<file path="src/rtl/dmem_arb_pkg.sv">
// Shared types and constants for the data-memory arbiter.
package dmem_arb_pkg;

    localparam int unsigned DATA_W = 32;

    // OPEN: master 0 has priority; LOCKED: master 1 owns the bus.
    typedef enum logic [0:0] {
        OPEN   = 1'b0,
        LOCKED = 1'b1
    } arb_state_e;

    // Owner of the read issued in the previous cycle.
    typedef enum logic [1:0] {
        OWN_NONE = 2'd0,
        OWN_M0   = 2'd1,
        OWN_M1   = 2'd2
    } rd_owner_e;

endpackage

</file>
<file path="src/rtl/dmem_arb_starve_cnt.sv">
// Saturating count of consecutive cycles master 1 was denied while the bus was open.
// Raises force_m1 once the count reaches STARVE_MAX and master 1 is still requesting.
module dmem_arb_starve_cnt #(
    parameter int unsigned STARVE_MAX = 8
) (
    input  logic clk,
    input  logic rst_n,
    input  logic arb_open,
    input  logic m1_req,
    input  logic m1_gnt,
    output logic force_m1
);

    localparam int unsigned CNT_W = $clog2(STARVE_MAX + 1);
    localparam logic [CNT_W-1:0] CNT_MAX = CNT_W'(STARVE_MAX);

    logic [CNT_W-1:0] cnt_q, cnt_d;

    // Next count: clear on grant or withdrawn request, otherwise saturate-increment.
    always_comb begin
        cnt_d = cnt_q;
        if (!m1_req || m1_gnt) begin
            cnt_d = '0;
        end else if (arb_open && (cnt_q != CNT_MAX)) begin
            cnt_d = cnt_q + 1'b1;
        end
    end

    // Counter register.
    always_ff @(posedge clk or negedge rst_n) begin
        if (!rst_n) begin
            cnt_q <= '0;
        end else begin
            cnt_q <= cnt_d;
        end
    end

    assign force_m1 = m1_req && (cnt_q == CNT_MAX);

endmodule

</file>
<file path="src/rtl/dmem_arbiter.sv">
// Two-master arbiter for the data-memory port: core load/store (m0) and debug/DMA loader (m1).
// Optional anti-starvation for master 1 is enabled by defining DMEM_ARB_STARVE_EN.
module dmem_arbiter
    import dmem_arb_pkg::*;
#(
    parameter int unsigned ADDR_W     = 12,
    parameter int unsigned STARVE_MAX = 8
) (
    input  logic              clk,
    input  logic              rst_n,
    input  logic              m0_req,
    input  logic              m0_we,
    input  logic [ADDR_W-1:0] m0_addr,
    input  logic [DATA_W-1:0] m0_wdata,
    input  logic [3:0]        m0_be,
    output logic              m0_gnt,
    output logic              m0_rvalid,
    output logic [DATA_W-1:0] m0_rdata,
    input  logic              m1_req,
    input  logic              m1_we,
    input  logic [ADDR_W-1:0] m1_addr,
    input  logic [DATA_W-1:0] m1_wdata,
    input  logic [3:0]        m1_be,
    input  logic              m1_lock,
    output logic              m1_gnt,
    output logic              m1_rvalid,
    output logic [DATA_W-1:0] m1_rdata,
    output logic              mem_en,
    output logic              mem_we,
    output logic [ADDR_W-1:0] mem_addr,
    output logic [DATA_W-1:0] mem_wdata,
    output logic [3:0]        mem_be,
    input  logic [DATA_W-1:0] mem_rdata
);

    arb_state_e state_q;
    rd_owner_e  rd_owner_q;
    logic       arb_open;
    logic       force_m1;

    // The release cycle (lock dropped while LOCKED) is already arbitrated as open.
    assign arb_open = (state_q == OPEN) || !m1_lock;

`ifdef DMEM_ARB_STARVE_EN
    dmem_arb_starve_cnt #(
        .STARVE_MAX (STARVE_MAX)
    ) u_starve_cnt (
        .clk      (clk),
        .rst_n    (rst_n),
        .arb_open (arb_open),
        .m1_req   (m1_req),
        .m1_gnt   (m1_gnt),
        .force_m1 (force_m1)
    );
`else
    assign force_m1 = 1'b0;
`endif

    // Grant decision: m0 priority when open unless m1 is starved; only m1 while locked.
    always_comb begin
        m0_gnt = 1'b0;
        m1_gnt = 1'b0;
        if (arb_open) begin
            if (force_m1) begin
                m1_gnt = 1'b1;
            end else if (m0_req) begin
                m0_gnt = 1'b1;
            end else if (m1_req) begin
                m1_gnt = 1'b1;
            end
        end else begin
            m1_gnt = m1_req;
        end
    end

    // Memory port mux of the granted master; quiet when nobody is granted.
    always_comb begin
        mem_we    = 1'b0;
        mem_addr  = '0;
        mem_wdata = '0;
        mem_be    = '0;
        if (m1_gnt) begin
            mem_we    = m1_we;
            mem_addr  = m1_addr;
            mem_wdata = m1_wdata;
            mem_be    = m1_be;
        end else if (m0_gnt) begin
            mem_we    = m0_we;
            mem_addr  = m0_addr;
            mem_wdata = m0_wdata;
            mem_be    = m0_be;
        end
    end

    assign mem_en = m0_gnt | m1_gnt;

    // Lock FSM and read-ownership tracking.
    always_ff @(posedge clk or negedge rst_n) begin
        if (!rst_n) begin
            state_q    <= OPEN;
            rd_owner_q <= OWN_NONE;
        end else begin
            if (m1_lock && ((state_q == LOCKED) || m1_gnt)) begin
                state_q <= LOCKED;
            end else begin
                state_q <= OPEN;
            end
            if (m0_gnt && !m0_we) begin
                rd_owner_q <= OWN_M0;
            end else if (m1_gnt && !m1_we) begin
                rd_owner_q <= OWN_M1;
            end else begin
                rd_owner_q <= OWN_NONE;
            end
        end
    end

    assign m0_rvalid = (rd_owner_q == OWN_M0);
    assign m1_rvalid = (rd_owner_q == OWN_M1);
    assign m0_rdata  = m0_rvalid ? mem_rdata : '0;
    assign m1_rdata  = m1_rvalid ? mem_rdata : '0;

endmodule

</file>
<file path="config.mk">
export PLATFORM = sky130hd
export DESIGN_NAME = dmem_arbiter
export DESIGN_NICKNAME = d
export VERILOG_FILES = /design/src/rtl/dmem_arb_pkg.sv /design/src/rtl/dmem_arb_starve_cnt.sv /design/src/rtl/dmem_arbiter.sv
export SDC_FILE = /design/constraint.sdc
export NUM_CORES = 1
export LEC_CHECK = 0
export CAP_MARGIN = 30
export CORE_AREA = 2 2 97 99
export DETAILED_ROUTE_END_ITERATION = 16
export DIE_AREA = 0 0 99 101
export PLACE_DENSITY = 0.75
export RECOVER_POWER = 100
export SYNTH_ARGS = -nofsm -noshare
export SYNTH_HDL_FRONTEND = slang
export SYNTH_SLANG_ARGS = --single-unit
export TNS_END_PERCENT = 30
</file>
<file path="constraint.sdc">
create_clock -name clk -period 1.7 [get_ports clk]
set_input_delay 0.425 -clock clk [delete_from_list [all_inputs] [get_ports clk]]
set_output_delay 0.425 -clock clk [all_outputs]
set_load 0.02 [all_outputs]
</file>
## After elaboration in Yosys (flattened, before gate mapping)

Cells that the tools add are included.
Widths: inputs -> output; s select.

- Muxes and demuxes: 18
- Eq/ne operators: 2
- Reductions and logical operators: 8
- Bitwise gates (word level): 2

Operators by type and width:

| operator | count |
|---|---|
| $mux 32 | 4 |
| $mux 12 | 2 |
| $mux 1 | 8 |
| $mux 4 | 2 |
| $mux 2 | 2 |
| $logic_and 1x1->1 | 3 |
| $logic_not 1->1 | 3 |
| $eq 2x1->1 const B | 1 |
| $eq 2x2->1 const B | 1 |
| $logic_or 1x1->1 | 2 |
| $not 1->1 | 1 |
| $or 1x1->1 | 1 |

- Logic and storage cells: 32
- Bits in registers: 3

## Logic depth before layout (Yosys ltp)

Gate-level depths: netlist (run 1).

- Word-level depth: 6
- Mapped depth: 4
- Depth with buffers taken out: 3

## Worst setup path after synthesis (run 1)

No wires, ideal clock.

- Path type: input -> output
- From: input port m0_req
- To: output port mem_addr[10]
- Setup slack: -0.041 ns
- Buffers on the path: 2
- Stages: 4
- Arrival time: 1.316 ns
- Path through: a21bo_2 -> buf_6 -> buf_6 -> mux2i_1

- Cells in the longest elaborated chain, start to end: 4
- Elaborated cells between the ends (all ways): 6
- Classes of those cells: 6 x mux

Ends and longest elaborated chain:

| element | line | source |
|---|---|---|
| from (decl) | dmem_arbiter.sv:11 | `input logic m0_req,` |
| $mux 1 | dmem_arbiter.sv:66 | `end else if (m0_req) begin` |
| $mux 1 | dmem_arbiter.sv:63 | `if (arb_open) begin` |
| $mux 12 | dmem_arbiter.sv:87 | `end else if (m0_gnt) begin` |
| $mux 12 (*) | dmem_arbiter.sv:82 | `if (m1_gnt) begin` |
| to (decl) | dmem_arbiter.sv:30 | `output logic [ADDR_W-1:0] mem_addr,` |

Mark *: on every way between the ends. The rest lies on a longest branch, timed or not.

## Final worst setup path (run 1)

- From: register state_q
- To: output port mem_addr[9]

- Cells in the longest elaborated chain, start to end: 5
- Elaborated cells between the ends (all ways): 6
- Classes of those cells: 4 x mux; 1 x bitwise; 1 x reduce/logical

Ends and longest elaborated chain:

| element | line | source |
|---|---|---|
| from (decl) | dmem_arbiter.sv:36 | `arb_state_e state_q;` |
| from (signal assigned) | dmem_arbiter.sv:100 | `state_q <= OPEN;` |
| from (signal assigned) | dmem_arbiter.sv:104 | `state_q <= LOCKED;` |
| from (signal assigned) | dmem_arbiter.sv:106 | `state_q <= OPEN;` |
| $not 1->1 (*) | dmem_arbiter.sv:42 | `assign arb_open = (state_q == OPEN) \|\| !m1_lock;` |
| $logic_or 1x1->1 (*) | dmem_arbiter.sv:42 |  |
| $mux 1 | dmem_arbiter.sv:63 |  |
| $mux 12 | dmem_arbiter.sv:87 |  |
| $mux 12 (*) | dmem_arbiter.sv:82 |  |

Marks and branches as above.

==> metrics.txt, run 1 <==
outcome=finished, violations left; failing checks=negative setup slack; Critical Path Start=state_q; Final Worst Setup Slack=-0.198 ns; Worst Tran Pin Value=0.175 ns; combinational share of power=0.802; Setup Viol. Count Final=51; critical path launch point type=flop; Post-Synth XOR/XNOR Area=0; Clk pwr share=0.142; HP Start=m1_lock; Setup Skew=0.00407 ns; WHS Path Cells=2; critical path class=reg2out; Clock Sinks=3; Skew-Pair Late Insertion Delay=0.21 ns; RSZ-0062 raised after global routing=yes; Final min period=1.90 ns; Post-Synth Adder-Cell Area=0; worst r2r dst=rd_owner_q[1]; H-tree levels=1; Final Max Slew Viols=0; Ys Warns=0; sequential element share of the synthesized area=0.0495; Via density=4.05; most common cell in the netlist=and2_1; total negative slack=-7.57 ns; CTS tree=built; R2R Path Start=state_q; Num CTS Buffers=3; cts hold-fix bufs=0; met2 Use GR=0.298; Fin. Hold Viols=0; worst path arrival time=1.47 ns; Rel. slew slack=0.880; R2R depth=8; DP Wirelength=6.51 mm; Die ar.=10000 um^2; critical path endpoint category=output pin; Residual DRC=0; register bit count reported by yosys=3; Reg power frac=0.055; DR pass1 iterations=4; fmax=527 MHz; cell accounting for the most synthesized area=mux2i_1; Die Y=101 um; Hold EP=state_q; ANT cells=0; synth unique cells=15; P_leak=2.27 nW; synth cell count leaders=65 x and2_1, 50 x inv_1, 49 x mux2i_1, 49 x nand2_1, 9 x clkbuf_1; Initial Util=0.169; reg-to-reg setup timing slack=0.28 ns; PD cells=344 nW/um^2; initial antenna violation count=0; Synthesized Nets=377; top cell type's share of synthesized area=0.324; Sw Share=0.375; Nets=635; die outline width=99 um; main combinational cell family by area after synthesis=simple AND/OR/NAND/NOR gates; Synth Area in Compound Gates=0.0116; Post-DRT Antenna Nets=0; first-pass GRT wire length=11.8 mm; Worst Path Max Fanout=8; Post-Synth Simple-Gate Area=0.415; switching power=0.540 mW; WL per Instance=13.1 um; total power=1.44 mW; Post-Syn Instances=242; vias in the first global route=2489; WP data required=1.27 ns; Pint=0.898 mW; Synth Flop Type=dfrtp_1; DRT iter0 DRCs=47; setup slack at placement=-0.910 ns; mapped cell area=1520 um^2; Site Rows=35; Hold WC Path Type=in2reg; M1 GR Usage=0.141; share of cells above drive strength 1=0.303; FFs w/ async S/R, synth=1.00; I/O pins=253; EDFF count, synth=0; Mean Syn Cell Area=6.26 um^2; # Max-Cap Violations=0; GRT Overall Usage=0.146; clk root buf=clkbuf_8; GRT busiest layer=met2; maximum resistive drop on vdd=0.000164 V; Synth area leaders=mux2i_1 32%, and2_1 27%, inv_1 12%; DRT Wirelength=8.02 mm; post-synthesis mux area share=0.324; Clock Pin Slew Worst Setup and Hold Paths=0.03 ns; Max clock buf depth=2; Global Route met3 Usage=0.0423; gpl congestion=0.818; Area Overhead vs Synth=176%; final worst-path cycle share=1.12; PortBufs=252; core area=8980 um^2; pin count of the biggest net entering global routing=41; total gr overflow=0; Vias=2469
## final cells by class
| type | count | area (um^2) |
|---|---|---|
| clock buffer | 4 | 45.0 |
| fill | 893 | 4800 |
| inverter | 50 | 190 |
| multi-input combinational | 171 | 1170 |
| sequential | 3 | 75.1 |
| tap | 111 | 139 |
| timing repair buffer | 271 | 2560 |
## worst max-delay path by stage
| stage | to | slack (ns) |
|---|---|---|
| finish | mem_addr[9] | -0.20 |
| global route | mem_be[2] | -0.25 |
| CTS | mem_addr[9] | -0.20 |
| detailed placement | mem_wdata[15] | -0.91 |
| global placement | mem_addr[3] | -0.91 |
| floorplan | mem_addr[10] | -0.04 |
## placed cells by master (no fill, tap or decap), types with 8 or more instances in the layout
cell	synthesis	final
buf_4	0	96
and2_1	65	63
nand2_1	49	49
buf_12	0	8
buf_2	3	15
inv_1	50	49
mux2i_1	49	47
buf_6	6	15
clkdlybuf4s50_1	0	130
## worst max-delay path, stage by stage (launching register included)
cell	delay (ns)
dfrtp_1	0.38
a21bo_4	0.24
buf_12	0.14
buf_12	0.14
mux2i_1	0.18
buf_4	0.17
## stage by stage
stage | cell area [um^2] | util | instances | hold WS, ns
final | 4180 | 0.466 | 610 | 0.453
after floorplan | 1520 | - | 242 | 0.129
after detailed placement | 4220 | 0.471 | 598 | 0.509
after CTS | 4070 | 0.454 | 608 | 0.399
after global placement | 4220 | 0.471 | 598 | 0.504
after global routing | 4180 | 0.466 | 610 | 0.462
## power groups by stage
stage / Combinational (mW) / Sequential (mW) / Clock (mW)
final: 1.15 / 0.0795 / 0.205
after global routing: 1.23 / 0.0799 / 0.222
after CTS: 1.12 / 0.0790 / 0.211
after detailed placement: 1.15 / 0.0791 / 0
after global placement: 1.14 / 0.0790 / 0
after floorplan: 0.468 / 0.0780 / 0
## flip-flops by register name (all words and copies together), names as in the netlist
signal / cells
rd_owner_q: 2
state_q: 1
## metal layers
layer / up-vias / part of all wire
li1: 1231 / -
met1: 1079 / 0.34
met2: 151 / 0.54
met3: 8 / 0.10
met4: 0 / 0.012
met5: - / 0
## logic make-up (layout without fill, tap and decap cells)
logic type,after synthesis,after routing
AND/OR/NAND/NOR,120,120
buffers and inverters,68,325
multiplexers,49,49
flip-flops,3,3
AO/OA/AOI/OAI,2,2
## what timing repair did
| action | 4_1_cts | 5_1_grt |
|---|---|---|
| gates cloned | 3 | 1 |
| pin swaps | 1 | 2 |
| buffers inserted | 4 | 2 |
| setup endpoints to repair | 118 | 110 |
| gates resized for setup | 510 | 104 |
Power figures use the tool's default switching activity.
==> run 2: changes to the inputs <==
--- a/config.mk
+++ b/config.mk
@@ -5,7 +5,6 @@
 export SDC_FILE = /design/constraint.sdc
 export NUM_CORES = 1
 export LEC_CHECK = 0
-export CAP_MARGIN = 30
 export CORE_AREA = 2 2 97 99
 export DETAILED_ROUTE_END_ITERATION = 16
 export DIE_AREA = 0 0 99 101
==> results of run 2 <==
No change in the layout: final DEF, timing and power equal those of run 1.
==> run 3: changes to the inputs <==
--- a/config.mk
+++ b/config.mk
@@ -10,6 +10,7 @@
 export DIE_AREA = 0 0 99 101
 export PLACE_DENSITY = 0.75
 export RECOVER_POWER = 100
+export SLEW_MARGIN = 15
 export SYNTH_ARGS = -nofsm -noshare
 export SYNTH_HDL_FRONTEND = slang
 export SYNTH_SLANG_ARGS = --single-unit
==> results of run 3 <==
No change in the layout: final DEF, timing and power equal those of run 1.
